[src/rtl/mips_pkg.sv]
// Shared definitions for the MIPS core front end: word width, NOP encoding,
// default reset vector, fetch FSM states and the instruction FIFO entry.
package mips_pkg;

  localparam int          WORD_W           = 32;
  localparam logic [31:0] NOP_INSTR        = 32'h0000_0000;
  localparam logic [31:0] RESET_PC_DEFAULT = 32'h0000_0000;

  // FETCH: no wrong-path responses pending; FLUSH: dropping stale responses.
  typedef enum logic [0:0] {
    FETCH = 1'b0,
    FLUSH = 1'b1
  } fetch_state_e;

  // One delivered instruction as presented to the IF/ID register.
  typedef struct packed {
    logic [31:0] instr;
    logic [31:0] pc_plus4;
  } fetch_entry_t;

  // Force an address onto a word boundary.
  function automatic logic [31:0] word_align(input logic [31:0] addr);
    return {addr[31:2], 2'b00};
  endfunction

endpackage

[src/rtl/fetch_fifo.sv]
// Synchronous DEPTH-entry FIFO with clear. Pushes while full and pops while
// empty are ignored; clear wins over push and pop in the same cycle.
module fetch_fifo #(
  parameter int W     = 32,
  parameter int DEPTH = 4
) (
  input  logic                     clk,
  input  logic                     rst_n,
  input  logic                     clear_i,
  input  logic                     push_i,
  input  logic                     pop_i,
  input  logic [W-1:0]             data_i,
  output logic [W-1:0]             data_o,
  output logic                     full_o,
  output logic                     empty_o,
  output logic [$clog2(DEPTH):0]   count_o
);

  localparam int          AW       = $clog2(DEPTH);
  localparam logic [AW:0] FULL_CNT = (AW+1)'(DEPTH);

  logic [W-1:0]  mem_q [DEPTH];
  logic [AW-1:0] wr_ptr_q, wr_ptr_d;
  logic [AW-1:0] rd_ptr_q, rd_ptr_d;
  logic [AW:0]   count_q, count_d;
  logic          do_push_s, do_pop_s;

  assign full_o    = (count_q == FULL_CNT);
  assign empty_o   = (count_q == (AW+1)'(0));
  assign count_o   = count_q;
  assign data_o    = mem_q[rd_ptr_q];
  assign do_push_s = push_i && !full_o;
  assign do_pop_s  = pop_i && !empty_o;

  // Next pointer and occupancy values.
  always_comb begin
    wr_ptr_d = wr_ptr_q;
    rd_ptr_d = rd_ptr_q;
    count_d  = count_q;
    if (clear_i) begin
      wr_ptr_d = AW'(0);
      rd_ptr_d = AW'(0);
      count_d  = (AW+1)'(0);
    end else begin
      if (do_push_s) begin
        wr_ptr_d = wr_ptr_q + AW'(1);
      end else begin
        wr_ptr_d = wr_ptr_q;
      end
      if (do_pop_s) begin
        rd_ptr_d = rd_ptr_q + AW'(1);
      end else begin
        rd_ptr_d = rd_ptr_q;
      end
      case ({do_push_s, do_pop_s})
        2'b10:   count_d = count_q + (AW+1)'(1);
        2'b01:   count_d = count_q - (AW+1)'(1);
        default: count_d = count_q;
      endcase
    end
  end

  // Pointer and occupancy registers.
  always_ff @(posedge clk) begin
    if (!rst_n) begin
      wr_ptr_q <= AW'(0);
      rd_ptr_q <= AW'(0);
      count_q  <= (AW+1)'(0);
    end else begin
      wr_ptr_q <= wr_ptr_d;
      rd_ptr_q <= rd_ptr_d;
      count_q  <= count_d;
    end
  end

  // Entry storage; cleared on reset so the head never shows stale data.
  always_ff @(posedge clk) begin
    if (!rst_n) begin
      for (int i = 0; i < DEPTH; i++) begin
        mem_q[i] <= W'(0);
      end
    end else if (do_push_s && !clear_i) begin
      mem_q[wr_ptr_q] <= data_i;
    end
  end

endmodule

[src/rtl/fetch_unit.sv]
// Instruction-fetch front end: owns the PC, issues word requests under a
// credit limit (FIFO occupancy + outstanding < DEPTH), pairs in-order
// responses with their request PC through a tag queue, and drops responses
// belonging to a path abandoned by a redirect.
module fetch_unit
  import mips_pkg::*;
#(
  parameter logic [31:0] RESET_PC = RESET_PC_DEFAULT,
  parameter int          DEPTH    = 4
) (
  input  logic        clk,
  input  logic        reset,
  output logic        imem_req_valid,
  input  logic        imem_req_ready,
  output logic [31:0] imem_req_addr,
  input  logic        imem_resp_valid,
  input  logic [31:0] imem_resp_data,
  input  logic        redirect_valid,
  input  logic [31:0] redirect_pc,
  input  logic        stall,
  output logic        if_valid,
  output logic [31:0] if_pc_plus4,
  output logic [31:0] if_instruction
);

  localparam int CW = $clog2(DEPTH) + 1;

  logic [31:0]   pc_q, pc_d;
  logic [CW-1:0] outstanding_q, outstanding_d;
  logic [CW-1:0] discard_q, discard_d;
  fetch_state_e  state_q, state_d;
  logic          reset_cycle_q;

  logic          accept_s, drop_s, deliver_s, pop_s, credit_s;
  logic [CW:0]   inflight_s;

  fetch_entry_t  push_entry_s, head_entry_s;
  logic          fifo_full_s, fifo_empty_s;
  logic [CW-1:0] fifo_count_s;

  logic [31:0]   tag_head_s;
  logic          tag_full_s, tag_empty_s;
  logic [CW-1:0] tag_count_s;
  logic          unused_s;

  // Credit: delivered-but-unconsumed plus requested-but-unreturned stays
  // within DEPTH, so a stalled consumer can never overflow the FIFO.
  assign inflight_s     = {1'b0, fifo_count_s} + {1'b0, outstanding_q};
  assign credit_s       = (inflight_s < (CW+1)'(DEPTH));
  assign imem_req_valid = !reset_cycle_q && !redirect_valid && credit_s;
  assign imem_req_addr  = pc_q;
  assign accept_s       = imem_req_valid && imem_req_ready;

  // Responses are dropped while flushing; otherwise delivered unless a
  // redirect in this very cycle makes them wrong-path.
  assign drop_s         = imem_resp_valid && (state_q == FLUSH);
  assign deliver_s      = imem_resp_valid && (state_q == FETCH) && !redirect_valid;
  assign pop_s          = if_valid && !stall && !redirect_valid;

  assign push_entry_s.instr    = imem_resp_data;
  assign push_entry_s.pc_plus4 = tag_head_s + 32'd4;

  assign if_valid       = !fifo_empty_s;
  assign if_pc_plus4    = if_valid ? head_entry_s.pc_plus4 : 32'h0000_0000;
  assign if_instruction = if_valid ? head_entry_s.instr : NOP_INSTR;

  assign unused_s = ^{fifo_full_s, tag_full_s, tag_empty_s, tag_count_s};

  fetch_fifo #(
    .W     ($bits(fetch_entry_t)),
    .DEPTH (DEPTH)
  ) u_instr_fifo (
    .clk     (clk),
    .rst_n   (reset),
    .clear_i (redirect_valid),
    .push_i  (deliver_s),
    .pop_i   (pop_s),
    .data_i  (push_entry_s),
    .data_o  (head_entry_s),
    .full_o  (fifo_full_s),
    .empty_o (fifo_empty_s),
    .count_o (fifo_count_s)
  );

  fetch_fifo #(
    .W     (WORD_W),
    .DEPTH (DEPTH)
  ) u_tag_fifo (
    .clk     (clk),
    .rst_n   (reset),
    .clear_i (redirect_valid),
    .push_i  (accept_s),
    .pop_i   (deliver_s),
    .data_i  (pc_q),
    .data_o  (tag_head_s),
    .full_o  (tag_full_s),
    .empty_o (tag_empty_s),
    .count_o (tag_count_s)
  );

  // PC, outstanding/discard accounting and FSM next state.
  always_comb begin
    pc_d          = pc_q;
    outstanding_d = outstanding_q;
    discard_d     = discard_q;
    state_d       = state_q;

    case ({accept_s, imem_resp_valid})
      2'b10:   outstanding_d = outstanding_q + CW'(1);
      2'b01:   outstanding_d = outstanding_q - CW'(1);
      default: outstanding_d = outstanding_q;
    endcase

    if (redirect_valid) begin
      pc_d      = word_align(redirect_pc);
      discard_d = outstanding_d;
    end else begin
      if (accept_s) begin
        pc_d = pc_q + 32'd4;
      end else begin
        pc_d = pc_q;
      end
      if (drop_s) begin
        discard_d = discard_q - CW'(1);
      end else begin
        discard_d = discard_q;
      end
    end

    case (state_q)
      FETCH: begin
        if (redirect_valid && (outstanding_d != CW'(0))) begin
          state_d = FLUSH;
        end else begin
          state_d = FETCH;
        end
      end
      FLUSH: begin
        if (discard_d == CW'(0)) begin
          state_d = FETCH;
        end else begin
          state_d = FLUSH;
        end
      end
      default: state_d = FETCH;
    endcase
  end

  // State registers; reset_cycle_q masks requests for the cycle after reset.
  always_ff @(posedge clk) begin
    if (!reset) begin
      pc_q          <= word_align(RESET_PC);
      outstanding_q <= CW'(0);
      discard_q     <= CW'(0);
      state_q       <= FETCH;
      reset_cycle_q <= 1'b1;
    end else begin
      pc_q          <= pc_d;
      outstanding_q <= outstanding_d;
      discard_q     <= discard_d;
      state_q       <= state_d;
      reset_cycle_q <= 1'b0;
    end
  end

endmodule

[config.mk]
export PLATFORM = sky130hd
export DESIGN_NAME = fetch_unit
export DESIGN_NICKNAME = d
export VERILOG_FILES = /design/src/rtl/mips_pkg.sv /design/src/rtl/fetch_fifo.sv /design/src/rtl/fetch_unit.sv
export SDC_FILE = /design/constraint.sdc
export NUM_CORES = 1
export LEC_CHECK = 0
export CORE_MARGIN = 1
export CORE_UTILIZATION = 57
export DETAILED_ROUTE_END_ITERATION = 8
export PLACE_DENSITY = 0.79
export SYNTH_ARGS = -nofsm -noshare
export SYNTH_HDL_FRONTEND = slang
export SYNTH_SLANG_ARGS = --single-unit
export TNS_END_PERCENT = 100
[constraint.sdc]
create_clock -name clk -period 18.1 [get_ports clk]
set_input_delay 2.715 -clock clk [delete_from_list [all_inputs] [get_ports clk]]
set_output_delay 2.715 -clock clk [all_outputs]
set_load 0.01 [all_outputs]
==> metrics, run 1 <==
vias in the first global route 12700; drt first pass iters 7; die height 188 µm; GRT met3 Usage 2.86%; Wirelength per Cell 20.4 µm; NumNets Final 1728; die width 188 µm; number of cells on the critical path 5; Synth Flop Type edfxtp_1; root buffer cell clkbuf_16; Cells after Synth 1512; routed wire length 43400 µm; last element of the critical path imem_req_valid; clock slew at reported path FFs 60 ps; type of destination of the critical path output pin; GR Util All Layers 24.8%; layout cells sized above 1 12.3%; vias per cell 5.95; global-route wire length before repair 68300 µm; R2R Setup Slk 13650 ps; setup violators final 0; Non-Filler Instances 2126; EDFF count, synth 368; GR Layer Usage met2 42.9%; commonest cells in the netlist edfxtp_1 (368), nor2_1 (195), and2_1 (116), nand2_1 (92), mux4_2 (91); FF-to-FF Start u_instr_fifo.count_o[2]; YS warnings 0; Hold WC Path Type reg2reg; DR iter-0 viols 1061; Gates resized, CTS repair 0; Syn Area/Cell 13.0 µm²; Clock Tree Buf Depth 3; via count 12600; Netlist Area Pre-Place 0.0196 mm²; Top Ports 168; WS Path Type in2out; Die ar. 0.0352 mm²; initial core utilization 58.2%; Slowest-stage cell, CP inv_1; crit-path max FO 33; sequential cell area 0.0122 mm²; Clock Skews 10.5 ps; H-tree Lvls 2; RSZ-0062 raised after global routing no; CTS sink cnt 424; crit share post-route 42.1%; area grow syn2layout 17.3%; buffers and inverters on the worst path 4; max-slew violations 0; most frequent CP cell clkdlybuf4s50_1; DP Wirelength 25800 µm; Pwr Density 93.6 mW/mm²; fmax 0.131 GHz; grt total ovfl 0; asr flop ratio synth 0%; GR Util met1 33.1%; synth top area cells edfxtp_1 (56%), mux4_2 (10%), dfxtp_1 (5.7%); antenna violations before repair 0; post-route ant nets 0; most numerous cell in the Yosys netlist edfxtp_1; largest net degree at the start of global routing 64; CTS tree built; Reg2Reg Capture Point u_tag_fifo.mem_q[1][26]; PortBufs 161; n_diodes 0; Post-CTS Setup Bufs 0; delay-heaviest family, CP buffers and inverters; top-area cell type share of the netlist area 56.3%; Static Leak 8.05 nW; Residual DRC 0; area of the multi-input gates 0.00685 mm²; VDD IR max 0.0741 mV; flop and latch count out of synthesis 424; r2r worst-path depth 8; sequential fraction of the synthesis area 62.1%; minimum clock period 7620 ps; Setup crit start kind primary input; global placement routability congestion 0.852; crit path DAT 4910 ps; status finished, final reports clean; critical path startpoint redirect_valid; Hold Path Stages 2; Fin Setup TNS 0 ps; Cell variety after synth 61; Filler cells 2340; core footprint 0.0337 mm²; Rel. slew slack 25.1%; clk_lat worst skew 540 ps; DP Cell Count 2050; maxcap violations 0; CTS Buf Count 43; cells along the critical path clkdlybuf4s50_1, buf_4, inv_1, and3_1, clkdlybuf4s50_1; Yosys top cell by area edfxtp_1; Hold Vio Cnt, Final 0; CTS Hold Bufs 0; worst slew pin tran 1120 ps; grt peak-use layer met2; # rows 67; WP data required 15390 ps; CP peak stage delay 730 ps
cells by family after synthesis:
| group | Yosys count | share of synthesized area, % |
|---|---|---|
| xor+xnor | 36 | 1.61 |
| mux | 103 | 11.1 |
| buf+inv | 165 | 3.49 |
| compound gates | 163 | 5.03 |
| fa+ha+maj | 11 | 0.817 |
| flops | 424 | 62.1 |
| simple gates | 609 | 15.9 |
| other cells | 1 | 0.0191 |
power by group:
group	switching (mW)	internal (mW)	total, mW
combinational	0.0876	0.0674	0.155
clock	0.360	0.507	0.867
sequential	0.0235	1.11	1.13
total	0.471	1.68	2.15
worst min path at each step:
stage | slack, ps | startpoint | to
final | 530 | u_tag_fifo.rd_ptr_q[1] | flop
after global routing | 570 | u_tag_fifo.count_o[1] | u_tag_fifo.count_o[1]
after floorplan | 470 | u_tag_fifo.count_o[2] | u_tag_fifo.count_o[2]
after CTS | 530 | u_tag_fifo.rd_ptr_q[1] | flop
after global placement | 490 | u_tag_fifo.count_o[2] | u_tag_fifo.count_o[2]
after detailed placement | 510 | u_instr_fifo.rd_ptr_q[1] | flop
worst reg2reg max path: stages, from the launching register on:
cell and delay (ps):
dfxtp_1 400, ha_1 250, nor4_1 460, and4_1 800, inv_1 580, nor3b_4 300, buf_4 330, and3_1 230
nand2b_2 690
placed cells by master (no fill, tap or decap), drive strengths merged, types with 6 or more instances in the layout:
master	count
dfxtp	56
nor2b	64
nand2	92
and3	10
nand4	24
nor2	195
clkdlybuf4s50	161
a21oi	71
nor3	16
buf	25
ha	8
nand2b	6
mux2i	11
inv	66
xnor2	14
nand3	26
a31oi	15
a211oi	7
nor4	18
or3	15
or2	6
o21ai	29
or4	10
clkbuf	53
clkinv	18
edfxtp	368
o31ai	10
mux4	91
xor2	22
and2	116
layout make-up:
class,instances,share of cell area [%]
clock buffer,53,4.97
clock inverter,23,1.00
inverter,66,1.08
multi-input combinational,926,29.8
sequential,424,52.9
tap,448,2.44
timing repair buffer,186,7.82
metrics by stage:
stage	hold WS [ps]	instance area (µm²)	util, %	power (mW)	setup slack (ps)
floorplan	471	19600	-	1.24	9660
global placement	487	21600	64.2	1.30	10520
detailed placement	510	21600	64.2	1.31	10520
CTS	532	23000	68.3	2.16	10500
global route	571	23000	68.3	2.22	10370
finish	529	23000	68.3	2.15	10480
metal layers:
layer / vias up / share of wire (%)
li1: 5816 / -
met1: 6189 / 41
met2: 567 / 50
met3: 68 / 6.7
met4: 0 / 2.3
met5: - / 0
state kept, by name (all words and copies together) (netlist names), 2 cells and up, named ones only:
name	cells
discard_q	3
imem_req_addr	30
outstanding_q	3
u_instr_fifo.count_o	3
u_instr_fifo.mem_q	248
u_instr_fifo.rd_ptr_q	2
u_instr_fifo.wr_ptr_q	2
u_tag_fifo.count_o	3
u_tag_fifo.mem_q	120
u_tag_fifo.rd_ptr_q	2
u_tag_fifo.wr_ptr_q	2
(Power assumes the default switching activity.)
==> inputs of run 2 (changes only) <==
--- a/config.mk
+++ b/config.mk
@@ -6,9 +6,9 @@
 export NUM_CORES = 1
 export LEC_CHECK = 0
 export CORE_MARGIN = 1
-export CORE_UTILIZATION = 57
+export CORE_UTILIZATION = 53
 export DETAILED_ROUTE_END_ITERATION = 8
-export PLACE_DENSITY = 0.79
+export PLACE_DENSITY = 0.77
 export SYNTH_ARGS = -nofsm -noshare
 export SYNTH_HDL_FRONTEND = slang
 export SYNTH_SLANG_ARGS = --single-unit
==> constraint.sdc (replaced) <==
create_clock -name clk -period 6.89 [get_ports clk]
set_input_delay 1.0335 -clock clk [delete_from_list [all_inputs] [get_ports clk]]
set_output_delay 1.0335 -clock clk [all_outputs]
set_load 0.01 [all_outputs]
==> run 2 against run 1 <==
  * Die area rose by 7.5%
  * Via count increased by 1.5%
  * Largest power group unchanged
  * Count of clock-buffer cells in the layout unchanged
  * Sequential share of layout area increased by 0.055 points
  * Flip-flop and latch count unchanged
  * Cell count increased by 1.3%
  * Combinational power increased to 2.7 times the previous value
==> metrics, run 2 (synthesized netlist as in run 1, its figures left out) <==
Static Leak 8.05 nW; Hold Vio Cnt, Final 0; status finished, final reports clean; CTS Buf Count 43; layout cells sized above 1 12.5%; commonest non-fill, non-tap cell in the layout edfxtp_1; GR Util All Layers 23.8%; Hold WC Path Type reg2reg; Clock Skews 14.9 ps; drt first pass iters 5; Residual DRC 0; type of destination of the critical path flop; Most flops, register u_instr_fifo.mem_q; Non-Filler Instances 2153; area grow syn2layout 17.2%; minimum clock period 4360 ps; commonest cells after routing, fill and taps aside edfxtp_1 (368), nor2_1 (194), clkdlybuf4s50_1 (161); CTS Hold Bufs 0; die height 194 µm; Pwr Density 240 mW/mm²; maxcap violations 0; fmax 0.229 GHz; cells along the critical path clkdlybuf4s50_1, buf_4, inv_1, buf_4, and4_1, inv_1, nor3b_2, buf_4, and3_1, nand2b_1, buf_4; FF-to-FF Start u_instr_fifo.count_o[2]; Gates resized, CTS repair 0; r2r worst-path depth 9; clock slew at reported path FFs 60 ps; crit share post-route 63.3%; # rows 70; Fin Setup TNS 0 ps; critical path startpoint redirect_valid; Reg2Reg Capture Point u_tag_fifo.mem_q[1][26]; global placement routability congestion 0.901; antenna violations before repair 0; die width 194 µm; WS Path Type in2reg; crit-path max FO 33; Top Ports 168; most frequent CP cell buf_4; hold slack final 535 ps; H-tree Lvls 2; fin worst setup slack 2530 ps; CTS sink cnt 424; last element of the critical path u_tag_fifo.mem_q[1][26]; RSZ-0062 raised after global routing no; Post-CTS Setup Bufs 0; routed wire length 44500 µm; clk_lat worst skew 550 ps; post-route ant nets 0; global-route wire length before repair 70700 µm; DR iter-0 viols 1101; grt total ovfl 0; setup violators final 0; root buffer cell clkbuf_16; DP Cell Count 2076; R2R Setup Slk 2910 ps; n_diodes 0; Wirelength per Cell 20.7 µm; via count 12800; NumNets Final 1734; worst slew pin tran 1100 ps; Setup crit start kind primary input; DP Wirelength 27300 µm; vias per cell 5.96; number of flip-flops in the largest register 248; Slowest-stage cell, CP and4_1; initial core utilization 53.7%; max-slew violations 0; WP data required 7110 ps; CTS tree built; largest net degree at the start of global routing 65; PortBufs 161; Rel. slew slack 26.4%; VDD IR max 0.182 mV; pre-CTS WS 2010 ps; CP peak stage delay 710 ps; Clock Tree Buf Depth 3; crit path DAT 4580 ps; vias in the first global route 13000; core footprint 0.0365 mm²; Die ar. 0.0378 mm²
run 2: changes by cell type in the layout (fill, tap and decap cells not counted), moves of 2 or more:
| cell | change |
|---|---|
| clkinv_2 | +4 |
| nand2b_2 | -3 |
| clkinv_1 | +2 |
| nand2b_1 | +3 |
| buf_4 | +5 |
| bufinv_16 | -4 |
run 2: stage by stage:
stage	cell area, µm²	power, mW	utilization [%]
6_report	23000	5.53	62.9
5_1_grt	23000	5.70	62.9
4_1_cts	23000	5.55	62.9
3_5_place_dp	21700	3.44	59.4
3_3_place_gp	21700	3.42	59.4
2_1_floorplan	19600	3.26	-
run 2: layout make-up:
type	instances	area, µm²
Clock buffer	53	1150
Tap cell	468	586
Inverter	66	248
Sequential cell	424	12200
Multi-Input combinational cell	926	6840
Fill cell	2707	13500
Timing Repair Buffer	192	1860
Clock inverter	24	128
run 2: worst max-delay path, delay by kind of cell:
kind	cells	cell delay, ps
buffers and inverters	7	1900
AND/OR/NAND/NOR	4	1610
run 2: how the worst min path moves through the flow:
stage / depth (start not counted) / slack (ps) / startpoint / endpoint
detailed placement: 2 / 510 / u_tag_fifo.count_o[2] / u_tag_fifo.count_o[2]
global placement: 2 / 490 / u_tag_fifo.count_o[2] / u_tag_fifo.count_o[2]
finish: 2 / 540 / u_tag_fifo.rd_ptr_q[0] / u_tag_fifo.rd_ptr_q[0]
CTS: 2 / 540 / u_tag_fifo.count_o[2] / u_tag_fifo.count_o[2]
global route: 2 / 570 / u_tag_fifo.rd_ptr_q[1] / flop
floorplan: 2 / 470 / u_tag_fifo.count_o[2] / u_tag_fifo.count_o[2]
run 2: metal layers:
metal | track usage (%) | wire length [µm] | vias to the layer above
li1 | - | - | 5816
met1 | 31.8 | 18300 | 6314
met2 | 40.4 | 21800 | 605
met3 | 3.70 | 3310 | 89
met4 | 7.58 | 1120 | 0
met5 | 0 | 0 | -
run 2: power breakdown:
part	switching (mW)	leakage [nW]	internal [mW]
registers	0.0645	4.28	2.91
clock network	0.949	0.640	1.19
logic	0.231	3.13	0.181
==> inputs of run 3 (changes only) <==
--- a/config.mk
+++ b/config.mk
@@ -6,9 +6,9 @@
 export NUM_CORES = 1
 export LEC_CHECK = 0
 export CORE_MARGIN = 1
-export CORE_UTILIZATION = 53
+export CORE_UTILIZATION = 57
 export DETAILED_ROUTE_END_ITERATION = 8
-export PLACE_DENSITY = 0.77
+export PLACE_DENSITY = 0.79
 export SYNTH_ARGS = -nofsm -noshare
 export SYNTH_HDL_FRONTEND = slang
 export SYNTH_SLANG_ARGS = --single-unit
==> constraint.sdc (replaced) <==
create_clock -name clk -period 4.1 [get_ports clk]
set_input_delay 0.615 -clock clk [delete_from_list [all_inputs] [get_ports clk]]
set_output_delay 0.615 -clock clk [all_outputs]
set_load 0.01 [all_outputs]
==> run 3 against run 2 <==
  * Non-clock buffer count increased by 11
  * Clock power rose by 66%
  * Setup slack worse by 1900 ps
==> metrics, run 3 (synthesized netlist as in run 1, its figures left out) <==
grt total ovfl 0; clock slew at reported path FFs 60 ps; Top Ports 168; fin worst setup slack 632 ps; DR iter-0 viols 1089; Clock Skews 17.0 ps; drt first pass iters 5; global-route wire length before repair 69800 µm; Gates resized, CTS repair 0; delay-heaviest family, CP buffers and inverters; Clock Tree Buf Depth 3; DP Wirelength 27300 µm; Worst Min Path Start u_tag_fifo.count_o[2]; global placement routability congestion 0.891; VDD IR max 0.257 mV; R2R Setup Slk 860 ps; core footprint 0.0337 mm²; FF-to-FF Start u_instr_fifo.count_o[2]; crit path DAT 2850 ps; routed wire length 44300 µm; crit-path max FO 27; setup violators final 0; GR Util All Layers 25.4%; maxcap violations 0; clk_lat worst skew 540 ps; CP peak stage delay 720 ps; vias per cell 5.98; crit share post-route 84.6%; Hold WC Path Type reg2reg; CTS Hold Bufs 0; initial core utilization 58.2%; WS Path Type reg2out; commonest non-fill, non-tap cell in the layout edfxtp_1; vias in the first global route 13000; Static Leak 8.10 nW; Final Util 68.6%; post-route ant nets 0; RSZ-0062 raised after global routing no; Hold Path Stages 2; Slowest-stage cell, CP dfxtp_4; DP Cell Count 2067; PortBufs 161; # rows 67; Die ar. 0.0352 mm²; die width 188 µm; fmax 0.288 GHz; root buffer cell clkbuf_16; CTS sink cnt 424; Non-Filler Instances 2144; cells along the critical path buf_4, mux4_2, nor2b_1, clkdlybuf4s50_1; Pwr Total 9.26 mW; Rel. slew slack 26.3%; status finished, final reports clean; max-slew violations 0; hold endpoint u_tag_fifo.count_o[2]; Post-CTS Setup Bufs 0; Setup crit start kind flop; Residual DRC 0; Pwr Density 401 mW/mm²; worst slew pin tran 1110 ps; area grow syn2layout 17.8%; WP data required 3480 ps; number of flip-flops in the largest register 248; type of destination of the critical path output pin; minimum clock period 3470 ps; CTS tree built; n_diodes 0; commonest cells after routing, fill and taps aside edfxtp_1 (368), nor2_1 (194), clkdlybuf4s50_1 (161); Hold Vio Cnt, Final 0; r2r worst-path depth 11; die height 188 µm; H-tree Lvls 2; layout cells sized above 1 12.8%; NumNets Final 1744; Reg2Reg Capture Point state_q; CTS Buf Count 42; pre-CTS WS 710 ps; antenna violations before repair 0; Most flops, register u_instr_fifo.mem_q; Fin Setup TNS 0 ps; via count 12800; largest net degree at the start of global routing 64; buffers and inverters on the worst path 2; Wirelength per Cell 20.6 µm
[run 3: cell count changes in the layout (fill, tap and decap cells not counted), moves of 2 or more]
cell        delta
buf_4          +4
buf_12         +7
clkbuf_1       +7
clkinv_1       -3
clkbuf_8       -2
clkinvlp_4     +2
[run 3: worst max path at each step]
stage,to,startpoint,cells after the start
finish,if_pc_plus4[14],flop,4
global route,if_pc_plus4[14],flop,4
CTS,if_pc_plus4[14],flop,4
detailed placement,state_q,redirect_valid,14
global placement,state_q,redirect_valid,14
floorplan,u_instr_fifo.mem_q[0][10],redirect_valid,3
[run 3: report_power, final]
part,internal [mW],switching (mW),total (mW)
combinational,0.315,0.389,0.705
clock,2.00,1.56,3.55
sequential,4.89,0.108,5.00
[run 3: final cells by class]
cell class	count	area, µm²
clock buffer	57	1130
clock inverter	20	125
fill	2318	10600
inverter	66	248
multi-input combinational	926	6840
sequential	424	12200
tap	448	561
timing repair buffer	203	2030
[run 3: worst register-to-register path, delay by kind of cell, from the launching register on]
kind / cells / cell delay (ps)
DFF: 1 / 400
adders and majority gates: 3 / 900
and+or+nand+nor: 2 / 840
muxes: 1 / 280
AOI/OAI and AO/OA: 2 / 410
buffers and inverters: 3 / 310
[run 3: stage by stage]
step / instance area [µm²] / hold WS (ps)
floorplan: 19600 / 471
global placement: 21900 / 489
detailed placement: 21900 / 509
CTS: 23100 / 517
global route: 23100 / 559
finish: 23100 / 528
[run 3: layer usage]
| metal | global-route usage (%) | part of all wire (%) | vias up |
|---|---|---|---|
| li1 | - | - | 5834 |
| met1 | 33.2 | 40 | 6343 |
| met2 | 44.9 | 51 | 561 |
| met3 | 3.39 | 6.6 | 76 |
| met4 | 6.85 | 1.9 | 0 |
| met5 | 0 | 0 | - |
